[src/rtl/chip_bridge_rcv_32.sv]
// Chip-side receiver for the credit-based 32-bit virtual-channel link: pairs
// words into 64-bit flits per channel, buffers them, and returns one credit per freed word.
module chip_bridge_rcv_32 #(
  parameter int FIFO_DEPTH = 4
) (
  input  logic        clk,
  input  logic        rst,
  input  logic [31:0] data_from_fpga,
  input  logic [1:0]  channel_from_fpga,
  output logic [2:0]  credit_to_fpga,
  output logic [63:0] bout_data_1,
  output logic [63:0] bout_data_2,
  output logic [63:0] bout_data_3,
  output logic        bout_val_1,
  output logic        bout_val_2,
  output logic        bout_val_3,
  input  logic        bout_rdy_1,
  input  logic        bout_rdy_2,
  input  logic        bout_rdy_3,
  output logic        overflow
);
  localparam int AW = $clog2(FIFO_DEPTH);
  localparam int PW = $clog2(2 * FIFO_DEPTH + 1);
  localparam logic [AW+1:0] CAP_WORDS = (AW + 2)'(2 * FIFO_DEPTH);

  logic [2:0]       rdy_s;
  logic [2:0]       val_s;
  logic [2:0]       drop_s;
  logic [2:0]       credit_s;
  logic [2:0][63:0] head_s;
  logic             overflow_q;

  assign rdy_s = {bout_rdy_3, bout_rdy_2, bout_rdy_1};

  for (genvar c = 0; c < 3; c++) begin : g_ch
    logic [31:0]   half_q;
    logic          half_vld_q;
    logic [63:0]   mem_q [FIFO_DEPTH];
    logic [AW:0]   wptr_q;
    logic [AW:0]   rptr_q;
    logic [PW-1:0] pend_q;
    logic [PW-1:0] pend_d;
    logic          credit_q;
    logic [AW:0]   count_s;
    logic [AW:0]   count_after_s;
    logic [AW+1:0] words_s;
    logic          val_ch_s;
    logic          arrive_s;
    logic          deq_s;
    logic          full_s;
    logic          cap_s;
    logic          enq_s;

    assign count_s  = wptr_q - rptr_q;
    assign val_ch_s = (count_s != '0);
    assign deq_s    = val_ch_s & rdy_s[c];
    assign arrive_s = (channel_from_fpga == 2'(c + 1));

    // Occupancy is judged after this cycle's dequeue so a full channel can accept a word while draining.
    assign count_after_s = count_s - (AW + 1)'(deq_s);
    assign words_s       = {count_after_s, 1'b0} + (AW + 2)'(half_vld_q);
    assign full_s        = (words_s == CAP_WORDS);
    assign cap_s         = arrive_s & ~full_s & ~half_vld_q;
    assign enq_s         = arrive_s & ~full_s & half_vld_q;
    assign pend_d        = pend_q + (deq_s ? PW'(2) : PW'(0)) - PW'(pend_q != '0);

    assign val_s[c]    = val_ch_s;
    assign drop_s[c]   = arrive_s & full_s;
    assign head_s[c]   = mem_q[rptr_q[AW-1:0]];
    assign credit_s[c] = credit_q;

    // Per-channel half word, flit storage, pointers and credit state.
    always_ff @(posedge clk) begin
      if (rst) begin
        half_q     <= 32'h0;
        half_vld_q <= 1'b0;
        wptr_q     <= '0;
        rptr_q     <= '0;
        pend_q     <= '0;
        credit_q   <= 1'b0;
        for (int i = 0; i < FIFO_DEPTH; i++) begin
          mem_q[i] <= 64'h0;
        end
      end else begin
        if (cap_s) begin
          half_q     <= data_from_fpga;
          half_vld_q <= 1'b1;
        end else if (enq_s) begin
          mem_q[wptr_q[AW-1:0]] <= {half_q, data_from_fpga};
          wptr_q                <= wptr_q + (AW + 1)'(1);
          half_vld_q            <= 1'b0;
        end
        if (deq_s) begin
          rptr_q <= rptr_q + (AW + 1)'(1);
        end
        pend_q   <= pend_d;
        credit_q <= (pend_q != '0);
      end
    end
  end

  // Sticky flag for any word dropped on a full channel.
  always_ff @(posedge clk) begin
    if (rst) begin
      overflow_q <= 1'b0;
    end else begin
      overflow_q <= overflow_q | (|drop_s);
    end
  end

  assign credit_to_fpga = credit_s;
  assign bout_data_1    = head_s[0];
  assign bout_data_2    = head_s[1];
  assign bout_data_3    = head_s[2];
  assign bout_val_1     = val_s[0];
  assign bout_val_2     = val_s[1];
  assign bout_val_3     = val_s[2];
  assign overflow       = overflow_q;

endmodule

[config.mk]
export PLATFORM = sky130hd
export DESIGN_NAME = chip_bridge_rcv_32
export DESIGN_NICKNAME = d
export VERILOG_FILES = /design/src/rtl/chip_bridge_rcv_32.sv
export SDC_FILE = /design/constraint.sdc
export NUM_CORES = 1
export LEC_CHECK = 0
export ABC_AREA = 1
export CAP_MARGIN = 0
export CORE_ASPECT_RATIO = 0.8
export CORE_MARGIN = 5
export CORE_UTILIZATION = 31
export CTS_CLUSTER_SIZE = 28
export DETAILED_ROUTE_END_ITERATION = 6
export PLACE_DENSITY = 0.47
export SETUP_SLACK_MARGIN = 0.02
export SYNTH_ARGS = -nofsm -noshare
export SYNTH_HDL_FRONTEND = slang
export SYNTH_SLANG_ARGS = --single-unit
[constraint.sdc]
create_clock -name clk -period 4.5 [get_ports clk]
set_input_delay 0.675 -clock clk [delete_from_list [all_inputs] [get_ports clk]]
set_output_delay 0.675 -clock clk [all_outputs]
set_load 0.02 [all_outputs]
==> results.yml <==
power:
  clkPwrFrac_pct: 29.9
  p_leak_nw: 16.9
  pwr-share-comb_pct: 34.7
  p_int_mw: 18.1
  seqPwrFrac_pct: 35.4
  power_density_nw_per_um2: 622
  peakVddDrop_v: 0.000314
  p_sw_mw: 10.3
  netSwitchingFraction_pct: 36.3
worst_setup_path:
  crit_type: "reg2out"
  path_cells: "buf_4, o21ai_0, o22ai_1, clkdlybuf4s50_1"
  timing.critical_path.buf_inv: 2
  reg2reg_from: "g_ch[2].wptr_q[0]"
  max_stage_delay_ps: 750
  path_depth: 4
  critPathLaunchType: "flop"
  required_ps: 3830
  crit_fanout: 47
  slowest_stage: "clkdlybuf4s50_1"
  reg2reg_slack_ps: 1000
  cp_data_arrival_time_ps: 3470
  cp-end-kind: "output pin"
  r2r-end: "g_ch[2].half_q[26]"
  r2r_cells: 15
  worst_path_dominant_cell_family: "buffers and inverters"
  setup.worst_path.end: "bout_data_1[10]"
drt:
  drc: 0
  finalWirelength_mm: 127
  wl_per_cell_um: 22.7
  firstDrtPassIters: 6
  viasPerCell: 4.88
  drtAntennaViolNets: 0
  vias: 27300
  first_iter_violations: 2237
logic_synthesis:
  synth-seq-cells: 907
  syn_avg_cell_area_um2: 10.3
  ys_seq_area_share_pct: 67.4
  synth.distinct_cells: 28
  syn_nets: 3794
  netlist_area_um2: 38400
  synth_warnings: 0
  synth_cells: 3722
clocking:
  cts_setup_buffers: 0
  cts_hold_buf: 0
  h-tree-depth: 3
  clkSinkCount: 907
  cts_root_buf: "clkbuf_16"
  clock_path_buffers: 3
  clkTransAtPathRegs_ps: 60
  cts_buffers: 101
  cts_resized: 0
  worstSkewPairLatency_ps: 710
  cts_tree: "yes"
sta:
  rsz0062_at_grt: "false"
  post-route-period-util_pct: 92.0
  finalHoldViolCount: 0
  slew_violations: 0
  setup_tns_ps: 0
  fin_crit_ps: 4140
  tightestPinTransition_ps: 1180
  finalClockSkew_ps: 26.9
  setup_viol: 0
  clock.fmax_mhz: 242
  relSlewSlack_pct: 21.2
job:
  cap_violations: 0
place:
  io_buffers: 237
  gp_congestion: 0.764
  dpl.hpwl_mm: 72.5
  dpl-instance-area_um2: 42300
layout:
  area_delta_synth_final_pct: 19.0
  final_common_cell: "nor2_1"
  final_cell_mix: "1,378 x nor2_1, 768 x edfxtp_1, 393 x o21ai_0"
  drive_gt1_share_pct: 7.31
  nets: 3936
  final_cell_area_um2: 45700
floorplan:
  die_area_um2: 131000
  die_width_um: 403
  row_count: 115
  die_h_um: 325
  core-area_um2: 123000
  initial_core_util_pct: 31.2
  io_pins: 238
global_routing:
  antenna_found_initial: 11
  grtUsageTotal_pct: 19.0
  first_global_vias: 26900
  grt_max_degree: 79
  grt_pass1_wl_mm: 187
  overflow: 0
worst_hold_path:
  min_from: "g_ch[2].half_q[6]"
  hp-class: "reg2reg"
  hold_depth: 2
run_status:
  status: "complete, no violations"
metrics by stage:
stage          power (mW)  hold WS [ps]  cells  worst slack, ps  util (%)
2_1_floorplan        15.5           440   3722             1130         -
3_3_place_gp         20.2           449   5399              992      34.4
3_5_place_dp         20.2           457   5399              982      34.4
4_1_cts              28.8           471   5590              350      37.2
5_1_grt              29.9           484   5590              250      37.2
6_report             28.4           466   5591              360      37.2
cells in the mapped netlist (all sizes together):
| library cell | n | area, um^2 |
|---|---|---|
| dfxtp | 139 | 2780 |
| fa | 6 | 120 |
| xor2 | 6 | 52.6 |
| nand2 | 181 | 687 |
| nand3b | 1 | 7.51 |
| and3b | 3 | 26.3 |
| clkinv | 3 | 11.3 |
| clkbuf | 170 | 638 |
| edfxtp | 768 | 23100 |
| nor2 | 1390 | 5240 |
| a21oi | 7 | 35.0 |
| inv | 196 | 736 |
| nand3 | 113 | 571 |
| nand4 | 4 | 25.0 |
| o22ai | 192 | 1200 |
| buf | 114 | 815 |
| o21bai | 3 | 22.5 |
| o21ai | 393 | 1970 |
| ha | 27 | 338 |
| a31oi | 4 | 25.0 |
| nor3 | 2 | 10.0 |
registers in the layout (all words and copies together) (netlist names), named ones only:
register	flops
g_ch.credit_q	3
g_ch.half_q	96
g_ch.half_vld_q	3
g_ch.mem_q	768
g_ch.pend_q	12
g_ch.rptr_q	9
g_ch.wptr_q	9
overflow	1
worst min path at each step:
stage,end,slack (ps)
detailed placement,g_ch[2].half_q[6],460
floorplan,g_ch[0].half_q[0],440
finish,g_ch[2].half_q[6],470
CTS,g_ch[2].half_q[6],470
global route,g_ch[1].half_q[13],480
global placement,g_ch[1].half_q[1],450
worst reg2reg max path, cell delays in order (launching register included):
cell,delay [ps]
dfxtp_1,430
inv_1,150
ha_1,240
fa_1,410
nand3_1,130
nand4_1,160
nand2_1,180
inv_1,130
ha_1,220
ha_1,280
and3b_1,210
nand3_2,80
nand2_1,70
inv_2,500
nor2_1,110
nor2_1,130
layer usage:
| metal | GRT usage, % | vias to the layer above | part of all wire [%] |
|---|---|---|---|
| met3 | 4.61 | 164 | 7.0 |
| met5 | 0 | - | 0.032 |
| met1 | 27.5 | 13500 | 47 |
| met4 | 5.18 | 4 | 2.7 |
| met2 | 28.3 | 790 | 43 |
| li1 | - | 12800 | - |
cell type report:
class | instances | area, um^2
fill | 12300 | 77200
sequential | 907 | 25900
multi-input combinational | 2332 | 10400
timing repair buffer | 323 | 3230
clock buffer | 149 | 2850
tap | 1638 | 2050
inverter | 199 | 753
clock inverter | 42 | 527
antenna | 1 | 2.50
cell families after synthesis:
| family | Yosys count | share of synthesized area, % |
|---|---|---|
| adders and majority gates | 33 | 1.19 |
| AOI/OAI and AO/OA | 599 | 8.47 |
| xor gates and xnor gates | 6 | 0.137 |
| buffers and inverters | 483 | 5.73 |
| DFF | 907 | 67.4 |
| and+or+nand+nor | 1694 | 17.1 |
power by group through the flow:
stage,registers [mW],clock network (mW),logic (mW)
after floorplan,10.1,0,5.47
after global placement,10.2,0,10.0
after detailed placement,10.2,0,10.0
after CTS,10.1,8.68,10.0
after global routing,10.1,9.03,10.7
final,10.0,8.49,9.85
Note: power is estimated with default switching activity, not from simulation.
